==> src/rtl/alu_op_sequencer.sv <==
// Initiator for the 32-bit combinational ALU: accepts tagged commands, holds operands on the
// ALU for SETTLE_CYC cycles, captures the result and returns it on a valid/ready response port.
module alu_op_sequencer #(
  parameter int unsigned SETTLE_CYC = 1,
  parameter int unsigned TAG_W      = 4,
  parameter int unsigned CNT_W      = 16
) (
  input  logic              clk,
  input  logic              rst_n,
  input  logic              req_valid,
  output logic              req_ready,
  input  logic [2:0]        req_op,
  input  logic [31:0]       req_a,
  input  logic [31:0]       req_b,
  input  logic [TAG_W-1:0]  req_tag,
  output logic [2:0]        alu_operation,
  output logic [31:0]       alu_a,
  output logic [31:0]       alu_b,
  input  logic [31:0]       alu_c,
  input  logic              alu_zero,
  input  logic              alu_overflow,
  input  logic              alu_carry_out,
  output logic              rsp_valid,
  input  logic              rsp_ready,
  output logic [31:0]       rsp_c,
  output logic              rsp_zero,
  output logic              rsp_ovf,
  output logic              rsp_cout,
  output logic              rsp_err,
  output logic [TAG_W-1:0]  rsp_tag,
  input  logic              clr_sts,
  output logic              sts_ovf_sticky,
  output logic              sts_err_sticky,
  output logic [CNT_W-1:0]  op_count
);

  localparam int unsigned OP_W  = 3;
  localparam int unsigned SC_W  = $clog2(SETTLE_CYC + 1);
  localparam logic [OP_W-1:0] OP_ILLEGAL = OP_W'(0);
  localparam logic [SC_W-1:0] SC_LAST    = SC_W'(SETTLE_CYC - 1);

  typedef enum logic [1:0] {
    IDLE  = 2'd0,
    DRIVE = 2'd1,
    RESP  = 2'd2
  } state_t;

  state_t            state_q;
  state_t            state_d;
  logic [SC_W-1:0]   settle_cnt;
  logic              accept_c;
  logic              illegal_c;
  logic              capture_c;
  logic              rsp_done_c;

  always_ff @(posedge clk or negedge rst_n) begin
    if (!rst_n) state_q <= IDLE;
    else        state_q <= state_d;
  end

  // Next state plus the one-cycle event strobes that steer the datapath registers.
  always_comb begin
    state_d    = state_q;
    req_ready  = 1'b0;
    accept_c   = 1'b0;
    illegal_c  = 1'b0;
    capture_c  = 1'b0;
    rsp_done_c = 1'b0;
    case (state_q)
      IDLE: begin
        req_ready = 1'b1;
        if (req_valid) begin
          accept_c = 1'b1;
          if (req_op == OP_ILLEGAL) begin
            illegal_c = 1'b1;
            state_d   = RESP;
          end else begin
            state_d   = DRIVE;
          end
        end
      end
      DRIVE: begin
        if (settle_cnt == SC_LAST) begin
          capture_c = 1'b1;
          state_d   = RESP;
        end
      end
      RESP: begin
        if (rsp_ready) begin
          rsp_done_c = 1'b1;
          state_d    = IDLE;
        end
      end
      default: state_d = IDLE;
    endcase
  end

  // ALU drive: operands persist after the op, the opcode is only non-zero while in DRIVE.
  always_ff @(posedge clk or negedge rst_n) begin
    if (!rst_n) begin
      alu_operation <= OP_W'(0);
      alu_a         <= 32'd0;
      alu_b         <= 32'd0;
      settle_cnt    <= SC_W'(0);
    end else begin
      if (accept_c) begin
        alu_a      <= req_a;
        alu_b      <= req_b;
        settle_cnt <= SC_W'(0);
        if (!illegal_c) alu_operation <= req_op;
      end else if (state_q == DRIVE) begin
        settle_cnt <= settle_cnt + SC_W'(1);
      end
      if (capture_c) alu_operation <= OP_W'(0);
    end
  end

  always_ff @(posedge clk or negedge rst_n) begin
    if (!rst_n) begin
      rsp_valid <= 1'b0;
      rsp_c     <= 32'd0;
      rsp_zero  <= 1'b0;
      rsp_ovf   <= 1'b0;
      rsp_cout  <= 1'b0;
      rsp_err   <= 1'b0;
      rsp_tag   <= TAG_W'(0);
    end else begin
      if (accept_c) begin
        rsp_tag <= req_tag;
        rsp_err <= illegal_c;
        if (illegal_c) begin
          rsp_c    <= 32'd0;
          rsp_zero <= 1'b0;
          rsp_ovf  <= 1'b0;
          rsp_cout <= 1'b0;
        end
      end
      if (capture_c) begin
        rsp_c    <= alu_c;
        rsp_zero <= alu_zero;
        rsp_ovf  <= alu_overflow;
        rsp_cout <= alu_carry_out;
      end
      if (capture_c || illegal_c) rsp_valid <= 1'b1;
      else if (rsp_done_c)        rsp_valid <= 1'b0;
    end
  end

  // Sticky status: a set on the same edge as clr_sts wins.
  always_ff @(posedge clk or negedge rst_n) begin
    if (!rst_n) begin
      sts_ovf_sticky <= 1'b0;
      sts_err_sticky <= 1'b0;
      op_count       <= CNT_W'(0);
    end else begin
      sts_ovf_sticky <= (sts_ovf_sticky & ~clr_sts) | (capture_c & alu_overflow);
      sts_err_sticky <= (sts_err_sticky & ~clr_sts) | illegal_c;
      if (rsp_done_c) op_count <= op_count + CNT_W'(1);
    end
  end

endmodule

==> config.mk <==
export PLATFORM = sky130hd
export DESIGN_NAME = alu_op_sequencer
export DESIGN_NICKNAME = d
export VERILOG_FILES = /design/src/rtl/alu_op_sequencer.sv
export SDC_FILE = /design/constraint.sdc
export NUM_CORES = 1
export LEC_CHECK = 0
export BUFFER_PORTS_ARGS = -buffer_cell sky130_fd_sc_hd__buf_2
export CORE_MARGIN = 4
export CORE_UTILIZATION = 50
export DETAILED_ROUTE_END_ITERATION = 10
export PLACE_DENSITY = 0.95
export SYNTH_ARGS = -nofsm -noshare
export SYNTH_HDL_FRONTEND = slang
export SYNTH_SLANG_ARGS = --single-unit
==> constraint.sdc <==
create_clock -name clk -period 2.48 [get_ports clk]
set_input_delay 0.372 -clock clk [delete_from_list [all_inputs] [get_ports clk]]
set_output_delay 0.372 -clock clk [all_outputs]
set_load 0.03 [all_outputs]
==> impl_metrics.yaml, run 1 <==
status:
  outcome: "finished with violations"
  violations: "hold timing"
global_route:
  antenna_found_initial: 0
  grt_start_max_net_pins: 130
  grt-ovfl-total: 0
  first_global_vias: 4065
  grtUsageTotal: 0.220
  grt_pass1_wl_um: 20000
critical_path:
  slowest_delay_ns: 0.48
  cp-end-kind: "output pin"
  slowest_stage: "dfrtp_1"
  critical_path_buf_inv_count: 1
  r2r_slack_ns: 0.75
  path_class: "flop to output pin"
  crit_fanout: 10
  r2r-end: "rsp_ovf"
  worst_setup_path_start_kind: "flop"
  arrival_ns: 1.40
  timing.rr.start: "state_q[0]"
  path_delay_family: "flip-flops"
  ff2ff_path_depth: 5
  cp.required_ns: 2.11
  path_cells: "nor2_1 > buf_2"
route:
  drtPass1Iterations: 5
  remaining_drc_errors: 0
  wl_um: 12800
  vias: 3893
  ant_nets: 0
  via_per_inst: 4.98
  drt_iter0_markers: 220
  wire_per_inst_um: 16.4
synthesis:
  post_synth.cell_area_avg_um2: 12.6
  syn_nets: 510
  ys_types: 31
  ys_seq_elements: 129
  yosysWarnings: 0
  synth_area_um2: 5010
  syn_inst: 398
  seq_area_frac_synth: 0.645
sta:
  fmax_mhz: 565
  final_max_slew_viol_count: 0
  rsz0062_at_grt: "false"
  hold_violations: 27
  worst_pin_slew_ns: 0.692
  final.min_clock_period_ns: 1.77
  slew-limit-headroom: 0.539
  setup_viol: 0
  finalCritPeriodShare: 0.713
  setup_tns_ns: 0
  timing.hold.ws_ns: -0.0396
  finClkSkew_ns: 0.00458
clocking:
  clock_sinks: 129
  clk_latency_ns: 0.50
  cts_tree: "yes"
  holdBufCountCts: 0
  cts_made_buffers: 17
  cts-root-buf: "clkbuf_8"
  postCtsResizedCells: 0
  post_cts_buffers: 0
  cts_buffer_depth: 2
  path_clk_slew_ns: 0.06
  cts_max_level: 4
finish:
  antenna_cells: 0
  fin_nets: 751
  syn2layout_area_growth_pct: 38.3
  drive_gt1_frac: 0.522
  stdcell_count: 782
place:
  port_buffers: 237
  gpl.final_weighted_congestion: 0.806
  dp.cells: 753
  hpwl_um: 9320
floorplan:
  fp.dieArea_um2: 11700
  core_um2: 9770
  rows: 36
  fp.dieW_um: 108
  io_pins: 238
  start_util: 0.512
  die_h_um: 108
run:
  drv_cap: 0
power_and_ir_drop:
  power_density_nw_per_um2: 1520
  p_leak_nw: 3.51
  vdd_drop_max_mv: 0.987
worst_hold_path:
  hp-class: "primary input to asynchronous set/reset pin"
worst max-delay path by stage:
stage	slack, ns	from	cells past startpoint	to
after floorplan	0.75	op_count[4]	4	op_count[15]
after global placement	0.80	req_valid	6	rsp_ovf
after detailed placement	0.77	state_q[0]	5	rsp_ovf
after CTS	0.68	state_q[0]	2	req_ready
after global routing	0.60	state_q[0]	5	rsp_ovf
final	0.71	state_q[0]	2	req_ready
layer usage:
metal	part of all wire	track usage	vias up
met4	0.011	0.0667	0
met5	0	0	-
met3	0.080	0.0770	12
met2	0.53	0.386	159
met1	0.38	0.254	1887
li1	-	-	1835
Yosys cell counts:
cell      count  share of area
buf_2        10          0.010
or3_1         1         0.0013
nand2_1      85          0.064
a21oi_1       2         0.0020
clkbuf_1      8         0.0060
ha_1          1         0.0025
nor3_1        1         0.0010
o21ai_1       2         0.0020
o21ai_0      35          0.035
and2_1        1         0.0013
and3b_1       1         0.0017
nand3_1       2         0.0020
nand2b_1      1         0.0013
o22ai_1       1         0.0013
xor2_1        5         0.0087
clkbuf_2      2         0.0020
nor4_1        1         0.0013
nand3b_1      3         0.0045
dfrtp_1     129           0.64
mux2_2       68           0.15
xnor2_1      10          0.017
nand4_1       6         0.0075
a22oi_1       2         0.0030
or4_1         1         0.0015
a21o_1        1         0.0015
and4_1        3         0.0052
nor3b_2       1         0.0025
inv_1         3         0.0022
nor2_1       10         0.0075
a22o_1        1         0.0017
nor4b_4       1         0.0047
registers in the layout (all words and copies together) (netlist names):
| name | flops |
|---|---|
| rsp_cout | 1 |
| alu_b | 32 |
| rsp_valid | 1 |
| alu_operation | 3 |
| state_q | 2 |
| rsp_c | 32 |
| rsp_err | 1 |
| alu_a | 32 |
| sts_err_sticky | 1 |
| rsp_ovf | 1 |
| rsp_tag | 4 |
| sts_ovf_sticky | 1 |
| settle_cnt | 1 |
| rsp_zero | 1 |
| op_count | 16 |
placed cells by master, fill, tap and decap left out, types with 2 or more instances in the layout:
| cell type | count |
|---|---|
| nand4_1 | 6 |
| o21ai_1 | 2 |
| o21ai_0 | 35 |
| a21oi_1 | 2 |
| nand2_1 | 85 |
| xor2_1 | 5 |
| clkbuf_8 | 5 |
| buf_12 | 2 |
| and4_1 | 3 |
| nor2_1 | 10 |
| clkinv_2 | 3 |
| a22oi_1 | 2 |
| xnor2_1 | 10 |
| mux2_2 | 68 |
| buf_2 | 236 |
| inv_1 | 3 |
| clkbuf_1 | 2 |
| bufinv_16 | 3 |
| dfrtp_1 | 129 |
| buf_4 | 4 |
| clkbuf_16 | 16 |
| nand3_1 | 2 |
| nand3b_1 | 3 |
report_power, final:
group / switching, mW / internal, mW / leakage [nW]
sequential: 0.536 / 3.04 / 1.58
clock: 0.827 / 1.62 / 0.290
combinational: 3.04 / 1.49 / 1.64
through the flow:
| stage | total power [mW] | setup slack [ns] | area (um^2) | util |
|---|---|---|---|---|
| 2_1_floorplan | 6.66 | 0.747 | 5010 | - |
| 3_3_place_gp | 7.94 | 0.803 | 6340 | 0.649 |
| 3_5_place_dp | 8.16 | 0.766 | 6340 | 0.649 |
| 4_1_cts | 10.7 | 0.683 | 6920 | 0.708 |
| 5_1_grt | 11.1 | 0.604 | 6920 | 0.708 |
| 6_report | 10.5 | 0.711 | 6920 | 0.708 |
layout make-up:
class | instances | area (um^2)
Sequential cell | 129 | 3230
Fill cell | 664 | 2850
Multi-Input combinational cell | 246 | 1680
Timing Repair Buffer | 242 | 1250
Clock buffer | 23 | 477
Tap cell | 133 | 166
Clock inverter | 6 | 105
Inverter | 3 | 11.3
logic make-up after synthesis:
logic type / count (synthesis) / share of synthesized area
flip-flops: 129 / 0.645
AND/OR/NAND/NOR: 118 / 0.107
multiplexers: 68 / 0.153
AO/OA/AOI/OAI: 44 / 0.0465
buffers and inverters: 23 / 0.0202
XOR/XNOR: 15 / 0.0262
adder cells (fa/ha/maj): 1 / 0.00250
Power figures use the tool's default switching activity.
==> run 2: changes to the inputs <==
--- a/config.mk
+++ b/config.mk
@@ -7,9 +7,9 @@
 export LEC_CHECK = 0
 export BUFFER_PORTS_ARGS = -buffer_cell sky130_fd_sc_hd__buf_2
 export CORE_MARGIN = 4
-export CORE_UTILIZATION = 50
+export CORE_UTILIZATION = 46
 export DETAILED_ROUTE_END_ITERATION = 10
-export PLACE_DENSITY = 0.95
+export PLACE_DENSITY = 0.91
 export SYNTH_ARGS = -nofsm -noshare
 export SYNTH_HDL_FRONTEND = slang
 export SYNTH_SLANG_ARGS = --single-unit
==> constraint.sdc (replaced) <==
create_clock -name clk -period 1.8 [get_ports clk]
set_input_delay 0.27 -clock clk [delete_from_list [all_inputs] [get_ports clk]]
set_output_delay 0.27 -clock clk [all_outputs]
set_load 0.03 [all_outputs]
==> impl_metrics.yaml, run 2 (synthesis results as in run 1) <==
route:
  drt_iter0_markers: 301
  wl_um: 16400
  remaining_drc_errors: 0
  ant_nets: 0
  vias: 4543
  drtPass1Iterations: 4
  via_per_inst: 5.07
  wire_per_inst_um: 18.3
power_and_ir_drop:
  p_leak_nw: 3.95
  power_mw: 14.9
  p_comb_frac: 0.449
  vdd_drop_max_mv: 1.13
  intPower_mw: 8.46
  power_density_nw_per_um2: 1860
  power_switching_mw: 6.43
  p_clk_frac: 0.215
  switching_share: 0.432
  pwr-share-seq: 0.336
place:
  dp.cells: 762
  port_buffers: 237
  hpwl_um: 9680
  dp_slack_ns: 0.0991
  gpl.final_weighted_congestion: 0.873
clocking:
  cts_tree: "yes"
  cts-root-buf: "clkbuf_8"
  path_clk_slew_ns: 0.06
  clk_latency_ns: 0.50
  clock_sinks: 129
  cts_made_buffers: 17
  post_cts_buffers: 0
  cts_buffer_depth: 2
  cts_max_level: 4
finish:
  layout_common_cells: "235 x buf_2, 128 x dfrtp_1, 101 x dlygate4sd3_1"
  syn2layout_area_growth_pct: 59.7
  ff_latch_area_um2: 3230
  multi_input_area_um2: 1690
  stdcell_count: 896
  fin_nets: 858
  drive_gt1_frac: 0.458
  num-fill-cells: 650
  layout_commonest_cell: "buf_2"
  top_regs: "alu_a x32, alu_b x32, rsp_c x32"
sta:
  worst_pin_slew_ns: 0.379
  finClkSkew_ns: 0.00913
  finalCritPeriodShare: 0.943
  hold_violations: 0
  fmax_mhz: 589
  layout_setup_ws_ns: 0.102
  slew-limit-headroom: 0.747
  setup_viol: 0
  rsz0062_at_grt: "false"
  final.min_clock_period_ns: 1.70
  setup_tns_ns: 0
  final_max_slew_viol_count: 0
status:
  outcome: "finished, final reports clean"
critical_path:
  crit_top_cell: "buf_4"
  cp-end-kind: "output pin"
  slowest_stage: "dfrtp_1"
  crit_fanout: 7
  critical_path_buf_inv_count: 2
  arrival_ns: 1.43
  slowest_delay_ns: 0.43
  path_delay_family: "flip-flops"
  worst_setup_path_start_kind: "flop"
  cp.required_ns: 1.53
  path_class: "flop to output pin"
  path_cells: "buf_4 > nor2_2 > buf_4"
floorplan:
  start_util: 0.479
  rows: 37
  fp.dieW_um: 112
  fp.dieArea_um2: 12600
  die_h_um: 112
  io_pins: 238
  core_um2: 10500
run:
  drv_cap: 0
global_route:
  first_global_vias: 5014
  antenna_found_initial: 1
  grt-ovfl-total: 0
  grt_pass1_wl_um: 26200
  grt_start_max_net_pins: 69
  grtUsageTotal: 0.265
worst_hold_path:
  hp-class: "primary input to flop"
[run 2: layout make-up]
type,count,share of cell area
Sequential cell,129,0.404
Timing Repair Buffer,349,0.293
Multi-Input combinational cell,246,0.211
Clock buffer,22,0.0554
Tap cell,136,0.0213
Clock inverter,10,0.0139
Inverter,3,0.00141
Antenna cell,1,0.000313
[run 2: worst paths after layout]
path,from,end,slack [ns],cells past startpoint
min,req_a[21],alu_a[21],0.04,2
max,state_q[0],req_ready,0.10,3
min in group asynchronous,rst_n,op_count[10],0.32,3
min reg2reg,op_count[15],op_count[15],0.46,1
max in group asynchronous,rst_n,alu_operation[2],1.15,3
max reg2reg,state_q[1],alu_a[4],0.14,3
[run 2: timing repair]
action / in CTS / in global routing
endpoints found under the setup margin: 0 / 32
gates resized for setup: 0 / 6
hold endpoints to repair: 225 / 5
hold buffers: 96 / 5
[run 2: through the flow]
| stage | instance area [um^2] | util | hold WS [ns] |
|---|---|---|---|
| after floorplan | 5010 | - | -0.0256 |
| after global placement | 6410 | 0.613 | 0.295 |
| after detailed placement | 6410 | 0.613 | 0.308 |
| after CTS | 7930 | 0.758 | 0.0000589 |
| after global routing | 8000 | 0.764 | 0.000271 |
| final | 8000 | 0.764 | 0.0370 |
[run 2: metal layers]
layer	up-vias	share of wire	track usage
li1	2046	-	-
met1	2251	0.37	0.302
met2	207	0.53	0.469
met3	39	0.071	0.0744
met4	0	0.031	0.108
met5	-	0	0
[run 2: power groups by stage]
stage               logic, mW  registers (mW)  clock network [mW]
floorplan                1.83            7.35                   0
global placement         6.21            4.84                   0
detailed placement       6.39            4.96                   0
CTS                      6.55            4.92                3.24
global route             7.07            5.14                3.42
finish                   6.69            5.00                3.20
